$ cat config.mk
export PLATFORM = sky130hd
export DESIGN_NAME = flash_bus_arbiter
export DESIGN_NICKNAME = d
export VERILOG_FILES = /design/src/rtl/flash_bus_arbiter.sv
export SDC_FILE = /design/constraint.sdc
export NUM_CORES = 1
export LEC_CHECK = 0
export ABC_AREA = 1
export BUFFER_PORTS_ARGS = -buffer_cell sky130_fd_sc_hd__buf_4
export CAP_MARGIN = 30
export CORE_UTILIZATION = 51
export DETAILED_ROUTE_END_ITERATION = 10
export PLACE_DENSITY = 0.79
export REMOVE_ABC_BUFFERS = 1
export SYNTH_ARGS = -nofsm -noshare
export SYNTH_HDL_FRONTEND = slang
export SYNTH_SLANG_ARGS = --single-unit
$ cat constraint.sdc
create_clock -name iCLK -period 1.5 [get_ports iCLK]
set_input_delay 0.225 -clock iCLK [delete_from_list [all_inputs] [get_ports iCLK]]
set_output_delay 0.225 -clock iCLK [all_outputs]
set_load 0.005 [all_outputs]
$ cat src/rtl/flash_bus_arbiter.sv
// Shares one flash pin set between an SPI master and a QSPI controller with
// round-robin ownership and dead guard cycles between owners. FLASH_ARB_TIMEOUT_EN adds an idle-hold timeout.
module flash_bus_arbiter #(
    parameter int GUARD_CYCLES   = 4,
    parameter int TIMEOUT_CYCLES = 1024
) (
    input  logic       iCLK,
    input  logic       iRESET,
    input  logic       iSPI_REQ,
    output logic       oSPI_GNT,
    input  logic       iSPI_SCK,
    input  logic       iSPI_MOSI,
    input  logic       iSPI_CSn,
    input  logic       iQSPI_REQ,
    output logic       oQSPI_GNT,
    input  logic       iQSPI_SCK,
    input  logic       iQSPI_CSn,
    input  logic [3:0] iQSPI_DOUT,
    input  logic [3:0] iQSPI_DOE,
    output logic       oFLASH_SCK,
    output logic       oFLASH_CSn,
    output logic [3:0] oFLASH_DOUT,
    output logic [3:0] oFLASH_DOE,
    output logic       oBUSY,
    output logic       oTIMEOUT
);

    if (GUARD_CYCLES < 1 || GUARD_CYCLES > 255) begin : g_bad_guard
        $error("GUARD_CYCLES out of range 1..255");
    end
    if (TIMEOUT_CYCLES < 1 || TIMEOUT_CYCLES > 65535) begin : g_bad_timeout
        $error("TIMEOUT_CYCLES out of range 1..65535");
    end

    typedef enum logic [2:0] {
        ST_IDLE, ST_GUARD, ST_GRANT_SPI, ST_GRANT_QSPI, ST_DRAIN
    } state_t;

    state_t     r_state, w_state_nxt;
    logic [7:0] r_cnt, w_cnt_nxt;
    logic       r_owner, w_owner_nxt;        // 1 = QSPI
    logic       r_pend, w_pend_nxt;
    logic       r_last_qspi, w_last_nxt;

    logic w_own_req, w_own_csn, w_oth_req, w_granted, w_to_fire, w_pick_qspi;

    assign w_own_req = r_owner ? iQSPI_REQ : iSPI_REQ;
    assign w_own_csn = r_owner ? iQSPI_CSn : iSPI_CSn;
    assign w_oth_req = r_owner ? iSPI_REQ  : iQSPI_REQ;
    assign w_granted = (r_state == ST_GRANT_SPI) || (r_state == ST_GRANT_QSPI);
    // QSPI wins when alone, or when both ask and SPI was served last.
    assign w_pick_qspi = iQSPI_REQ & (~iSPI_REQ | ~r_last_qspi);

`ifdef FLASH_ARB_TIMEOUT_EN
    logic [15:0] r_to_cnt;
    logic        r_timeout;
    logic        w_to_qual;

    assign w_to_qual = w_granted && w_own_req && w_own_csn && w_oth_req;
    assign w_to_fire = w_to_qual && (r_to_cnt == 16'(TIMEOUT_CYCLES - 1));
    assign oTIMEOUT  = r_timeout;

    always_ff @(posedge iCLK) begin
        if (iRESET) begin
            r_to_cnt  <= '0;
            r_timeout <= 1'b0;
        end else begin
            r_timeout <= w_to_fire;
            r_to_cnt  <= (w_to_qual && !w_to_fire) ? r_to_cnt + 16'd1 : 16'd0;
        end
    end
`else
    assign w_to_fire = 1'b0;
    assign oTIMEOUT  = 1'b0;
`endif

    always_ff @(posedge iCLK) begin
        if (iRESET) begin
            r_state     <= ST_IDLE;
            r_cnt       <= '0;
            r_owner     <= 1'b0;
            r_pend      <= 1'b0;
            r_last_qspi <= 1'b1;
        end else begin
            r_state     <= w_state_nxt;
            r_cnt       <= w_cnt_nxt;
            r_owner     <= w_owner_nxt;
            r_pend      <= w_pend_nxt;
            r_last_qspi <= w_last_nxt;
        end
    end

    always_comb begin
        w_state_nxt = r_state;
        w_cnt_nxt   = r_cnt;
        w_owner_nxt = r_owner;
        w_pend_nxt  = r_pend;
        w_last_nxt  = r_last_qspi;
        case (r_state)
            ST_IDLE: begin
                if (iSPI_REQ || iQSPI_REQ) begin
                    w_owner_nxt = w_pick_qspi;
                    w_last_nxt  = w_pick_qspi;
                    w_pend_nxt  = 1'b1;
                    w_cnt_nxt   = 8'(GUARD_CYCLES);
                    w_state_nxt = ST_GUARD;
                end
            end
            ST_GUARD: begin
                if (r_cnt == 8'd0) begin
                    w_pend_nxt = 1'b0;
                    if (!r_pend)      w_state_nxt = ST_IDLE;
                    else if (r_owner) w_state_nxt = ST_GRANT_QSPI;
                    else              w_state_nxt = ST_GRANT_SPI;
                end else begin
                    w_cnt_nxt = r_cnt - 8'd1;
                end
            end
            ST_GRANT_SPI, ST_GRANT_QSPI: begin
                if (!w_own_req) begin
                    w_pend_nxt  = 1'b0;
                    w_cnt_nxt   = 8'(GUARD_CYCLES);
                    w_state_nxt = w_own_csn ? ST_GUARD : ST_DRAIN;
                end else if (w_to_fire) begin
                    w_owner_nxt = ~r_owner;
                    w_last_nxt  = ~r_owner;
                    w_pend_nxt  = 1'b1;
                    w_cnt_nxt   = 8'(GUARD_CYCLES);
                    w_state_nxt = ST_GUARD;
                end
            end
            ST_DRAIN: begin
                // Owner finishes its transaction before the bus is released.
                if (w_own_csn) begin
                    w_pend_nxt  = 1'b0;
                    w_cnt_nxt   = 8'(GUARD_CYCLES);
                    w_state_nxt = ST_GUARD;
                end
            end
            default: w_state_nxt = ST_IDLE;
        endcase
    end

    assign oSPI_GNT  = (r_state == ST_GRANT_SPI);
    assign oQSPI_GNT = (r_state == ST_GRANT_QSPI);
    assign oBUSY     = (r_state != ST_IDLE);

    always_comb begin
        oFLASH_SCK  = 1'b0;
        oFLASH_CSn  = 1'b1;
        oFLASH_DOUT = 4'b0000;
        oFLASH_DOE  = 4'b0000;
        if (w_granted || r_state == ST_DRAIN) begin
            if (r_owner) begin
                oFLASH_SCK  = iQSPI_SCK;
                oFLASH_CSn  = iQSPI_CSn;
                oFLASH_DOUT = iQSPI_DOUT;
                oFLASH_DOE  = iQSPI_DOE;
            end else begin
                oFLASH_SCK  = iSPI_SCK;
                oFLASH_CSn  = iSPI_CSn;
                oFLASH_DOUT = {3'b110, iSPI_MOSI};
                oFLASH_DOE  = 4'b1101;
            end
        end
    end

endmodule

# After elaboration in Yosys (flattened, before gate mapping)
# Index checks and enable logic that the tools add are counted.
# totals
regBits	14
word_cells	58
# classes
n_addsub	1
eq_ne	9
muxes	27
bitwise_logic	4
reduce_logical	12
# ops
operator	count
$mux 8	4
$pmux 8 s4	1
$mux 4	4
$mux 3	5
$pmux 3 s4	1
$mux 1	10
$ne 2x2->1 const B	5
$reduce_and 5->1	2
$logic_not 8->1	1
$sub 8x1->8 const B	1
$eq 3x2->1 const B	2
$pmux 1 s4	1
$reduce_and 4->1	1
$reduce_bool 4->1	1
$eq 3x1->1 const B	1
$eq 3x3->1 const B	1
$logic_not 3->1	1
$logic_or 1x1->1	3
$reduce_bool 3->1	1
$mux 2	1
$not 1->1	2
$reduce_and 2->1	1
$reduce_or 2->1	1
$and 1x1->1	1
$or 1x1->1	1

# Depth between registers and ports, before layout
# logic_depth
ltp_word	4
mapped_depth	12
depth_no_buf	11

# Worst setup path after synthesis
# Ideal clock, no wire load.
# synth_timing
path_type	reg2out
start	register r_state[2]
end	output oFLASH_DOE[0]
arrival_time_ns	1.052
required_ns	1.275
setup_slack_ns	0.223
stages_incl_launch_ff	8
n_path_buf	0
cell_sequence	dfxtp_1 inv_1 nand3_1 nand2_2 inv_1 nand2_1 o21ai_0 inv_1
# synth_via
elab_chain_len	4
# synth_rtl
element	line_no	source
start, declared	39	state_t r_state, w_state_nxt;
start signal, assigned	85	r_state <= w_state_nxt;
$eq 3x2->1	50	assign w_granted = (r_state == ST_GRANT_SPI) || (r_state == ST_GRANT_QSPI);
$logic_or 1x1->1	50	
$logic_or 1x1->1 *	153	if (w_granted || r_state == ST_DRAIN) begin
$mux 4 *	153	
end, declared	23	output logic [3:0] oFLASH_DOE,
# Mark *: on every way between the ends. The rest lies on a longest branch, timed or not.

# Worst setup path in the final report
# layout_timing
start	register r_state[0]
end	output oFLASH_DOUT[3]
# layout_via
elab_chain_len	4
# layout_rtl
element	line_no	source
$eq 3x2->1	50	
$logic_or 1x1->1	50	
$logic_or 1x1->1 *	153	
$mux 4 *	153	
end, declared	22	output logic [3:0] oFLASH_DOUT,
# Marks and branches as above.

==> parameters.txt <==
Parameter                              Value

Setup path
  Data arrival time at the worst-slack endpoint    1.35 ns
  Critical Path RT    1.27 ns
  Worst setup path endpoint    oFLASH_DOUT[3]
  Crit path from    r_state[0]
  Nature of the critical path startpoint    flip-flop
  CP Cell Sequence    nor2_4 > nand2_4 > nand2_4 > o21ai_2 > inv_1 > buf_6
  RR Endpoint    r_cnt[0]
  Reg2reg start    r_owner
  Most Frequent Cell on Critical Path    sky130_fd_sc_hd__nand2_4
  Minimum setup slack among reg-to-reg paths    0.08 ns
  Slowest cell delay on critical path    0.39 ns
  Setup crit end kind    output port
  Classification of the worst setup path    reg -> out
  Cell type of the slowest stage on the worst timing path    sky130_fd_sc_hd__dfxtp_4
  CP max FO    5
  FF-to-FF path depth    10

Outcome
  Status    complete, but fails checks
  Failing checks    setup timing

Layout
  Nets@finish    241
  Synthesis-to-finish area growth    43.8%
  Antenna cell count    0
  Total of fill cells in the finished design    153
  Fraction of final layout cells with drive strength greater than 1    40.5%
  Non-filler cells in the finished layout    247

Yosys
  Cell with the most instances after synthesis    sky130_fd_sc_hd__nand2_1
  Syn_area_per_cell    5.95 um^2
  Top area cells in the synthesized netlist    sky130_fd_sc_hd__dfxtp_1, sky130_fd_sc_hd__nand2_1, sky130_fd_sc_hd__inv_1
  Dominant register cell in the synthesized netlist    sky130_fd_sc_hd__dfxtp_1
  Synth cell count leaders    sky130_fd_sc_hd__nand2_1, sky130_fd_sc_hd__inv_1, sky130_fd_sc_hd__nor2_1
  Sequential fraction of the synthesis area    25.7%
  Number of enable-type register cells in the synthesized netlist    0
  Synth top area share    25.7%
  Yosys warning count    0
  Post-synth ARST share    0%
  Synth unique cells    23
  Number of synthesized register bits    14
  Synthesized netlist cell count    183
  Area of the mapped netlist    1090 um^2
  Area leader, netlist    sky130_fd_sc_hd__dfxtp_1

Pwr
  Internal portion of total power    1.63 mW
  Comb pwr share    72.7%
  Peak ir drop on the vdd network    1550 uV
  Switching portion of total power    51.3%
  Power spent charging and discharging nets    1.72 mW
  Tot Pwr    3.35 mW
  Flop pwr share    20.7%
  Clock network power share    6.6%
  Power density of the placed cells    2140 nW/um^2
  Leak Pwr    0.849 nW

STA
  Final sum of negative setup slack    -0.349 ns
  Final Max Slew Viols    0
  Hold WS    0.141 ns
  Total count of hold-check failures in the final report    0
  Minimum period implied by the final worst setup slack    1.58 ns
  Final setup slack of the worst path    -0.0778 ns
  Maximum frequency from static timing analysis    634 MHz
  Setup-failing EPs final    9
  Worst setup skew after layout    0.0128 ns
  Share of the clock period used by the worst path after layout    105%
  RSZ-0062 raised after global routing    true

Detailed routing
  Met1 wire length    1.40 mm
  Initial DRC count    50
  Met3 layer wire length in the routed design    153 um
  Post-detailed-route count of antenna-violating nets    0
  Highest routed layer    met4
  Remaining DRCs    0
  Detailed route wirelength on metal2    1.77 mm
  Via total after detailed routing    1280
  Wire length reported by the detailed router    3.45 mm
  First drt pass iteration count    4
  Routed len/inst    14.0 um
  Via density per instance    5.18

GRT
  First-pass GRT wire length    4.66 mm
  Pin count of the biggest net entering global routing    9
  Antenna violations before repair    0
  Via count of the first global-routing pass    1073
  Total Routing Usage GR    29.0%
  Gr ovfl total    0

Placement
  Total placed cells including tap cells    239
  Post-detail-place hpwl    2.20 mm
  Pre-CTS worst setup slack    -0.0285 ns
  # port buffers    29
  Placer Congestion    0.917

Floorplan
  IO Pins    31
  Initial core utilization    54.9%
  Core box area    1980 um^2
  Die X-Extent    48.2 um
  Area of the die    2320 um^2
  Std-Cell Rows    16
  Die H    48.2 um

Clock tree
  Buffer depth of the longest clock path    2
  Number of H-tree branching levels    1
  Hold buffer count at CTS    0
  Clk Latency, worst-skew pair    0.29 ns
  TritonCTS clock tree    yes
  Clock root buffer    sky130_fd_sc_hd__clkbuf_4
  Clock-pin slew of the registers on the worst-case setup and hold paths    0.09 ns
  Total CTS buffers    3
  Sinks on Clock Net    14

Job
  Max-Cap Viols    0

Hold path
  Worst hold-check path type    in -> reg
stage by stage:
stage / utilization (%) / area (um^2)
2_1_floorplan: - / 1070
3_3_place_gp: 67.6 / 1340
3_5_place_dp: 67.6 / 1340
4_1_cts: 73.2 / 1450
5_1_grt: 79.0 / 1570
6_report: 79.0 / 1570
cell families after synthesis:
family                     share of synthesized area [%]
and+or+nand+nor                                     44.9
buffers and inverters                               14.7
AOI/OAI and AO/OA                                   12.0
DFF                                                 25.7
adders and majority gates                           2.30
other                                              0.344
layer usage:
layer	vias to the layer above	global-route usage [%]
met3	12	7.41
li1	640	-
met5	-	0
met4	0	13.9
met1	593	37.2
met2	35	45.1
worst max-delay path: cells and delay by family, from the launching register on:
| family | cells | cell delay [ns] |
|---|---|---|
| AO/OA/AOI/OAI | 1 | 0.08 |
| buffers and inverters | 2 | 0.19 |
| flip-flops | 1 | 0.39 |
| AND/OR/NAND/NOR | 3 | 0.40 |
worst min path at each step:
| stage | from | cells after the start | endpoint | slack, ns |
|---|---|---|---|---|
| after global placement | r_last_qspi | 2 | r_last_qspi | 0.44 |
| final | iRESET | 2 | r_state[2] | 0.14 |
| after CTS | iRESET | 2 | r_state[0] | 0.15 |
| after global routing | iRESET | 2 | r_state[2] | 0.14 |
| after detailed placement | r_last_qspi | 2 | r_last_qspi | 0.46 |
| after floorplan | iRESET | 1 | r_cnt[1] | 0.29 |
area by class of cell:
type	count	area [um^2]	share of cell area, %
Clock buffer	3	22.5	1.44
Inverter	36	140	8.95
Multi-Input combinational cell	131	777	49.6
Sequential cell	14	292	18.6
Tap cell	27	33.8	2.16
Timing Repair Buffer	36	300	19.2
sequential cells by signal, summed over array words and instances (netlist names):
name,cells
r_owner,1
r_pend,1
r_state,3
r_last_qspi,1
r_cnt,8
cell usage in the layout, fill, tap and decap left out, drive strengths merged:
cell type	instances
a21oi	14
buf	36
clkbuf	3
conb	1
dfxtp	14
ha	2
inv	36
nand2	54
nand3	18
nand4	3
nor2	25
nor3	1
o21ai	12
or2	1
power groups by stage:
stage | clock network [mW] | logic [mW] | registers (mW)
after floorplan | 0 | 1.32 | 0.619
after global placement | 0 | 1.84 | 0.642
after detailed placement | 0 | 1.89 | 0.646
after CTS | 0.222 | 2.08 | 0.660
after global routing | 0.243 | 2.71 | 0.711
final | 0.221 | 2.43 | 0.693
repair_timing:
item	in CTS	in global routing
cloned	1	0
setup endpoints to repair	10	20
setup buffers	4	0
pin swaps	1	7
gates resized for setup	20	36
Note: power is estimated with default switching activity, not from simulation.
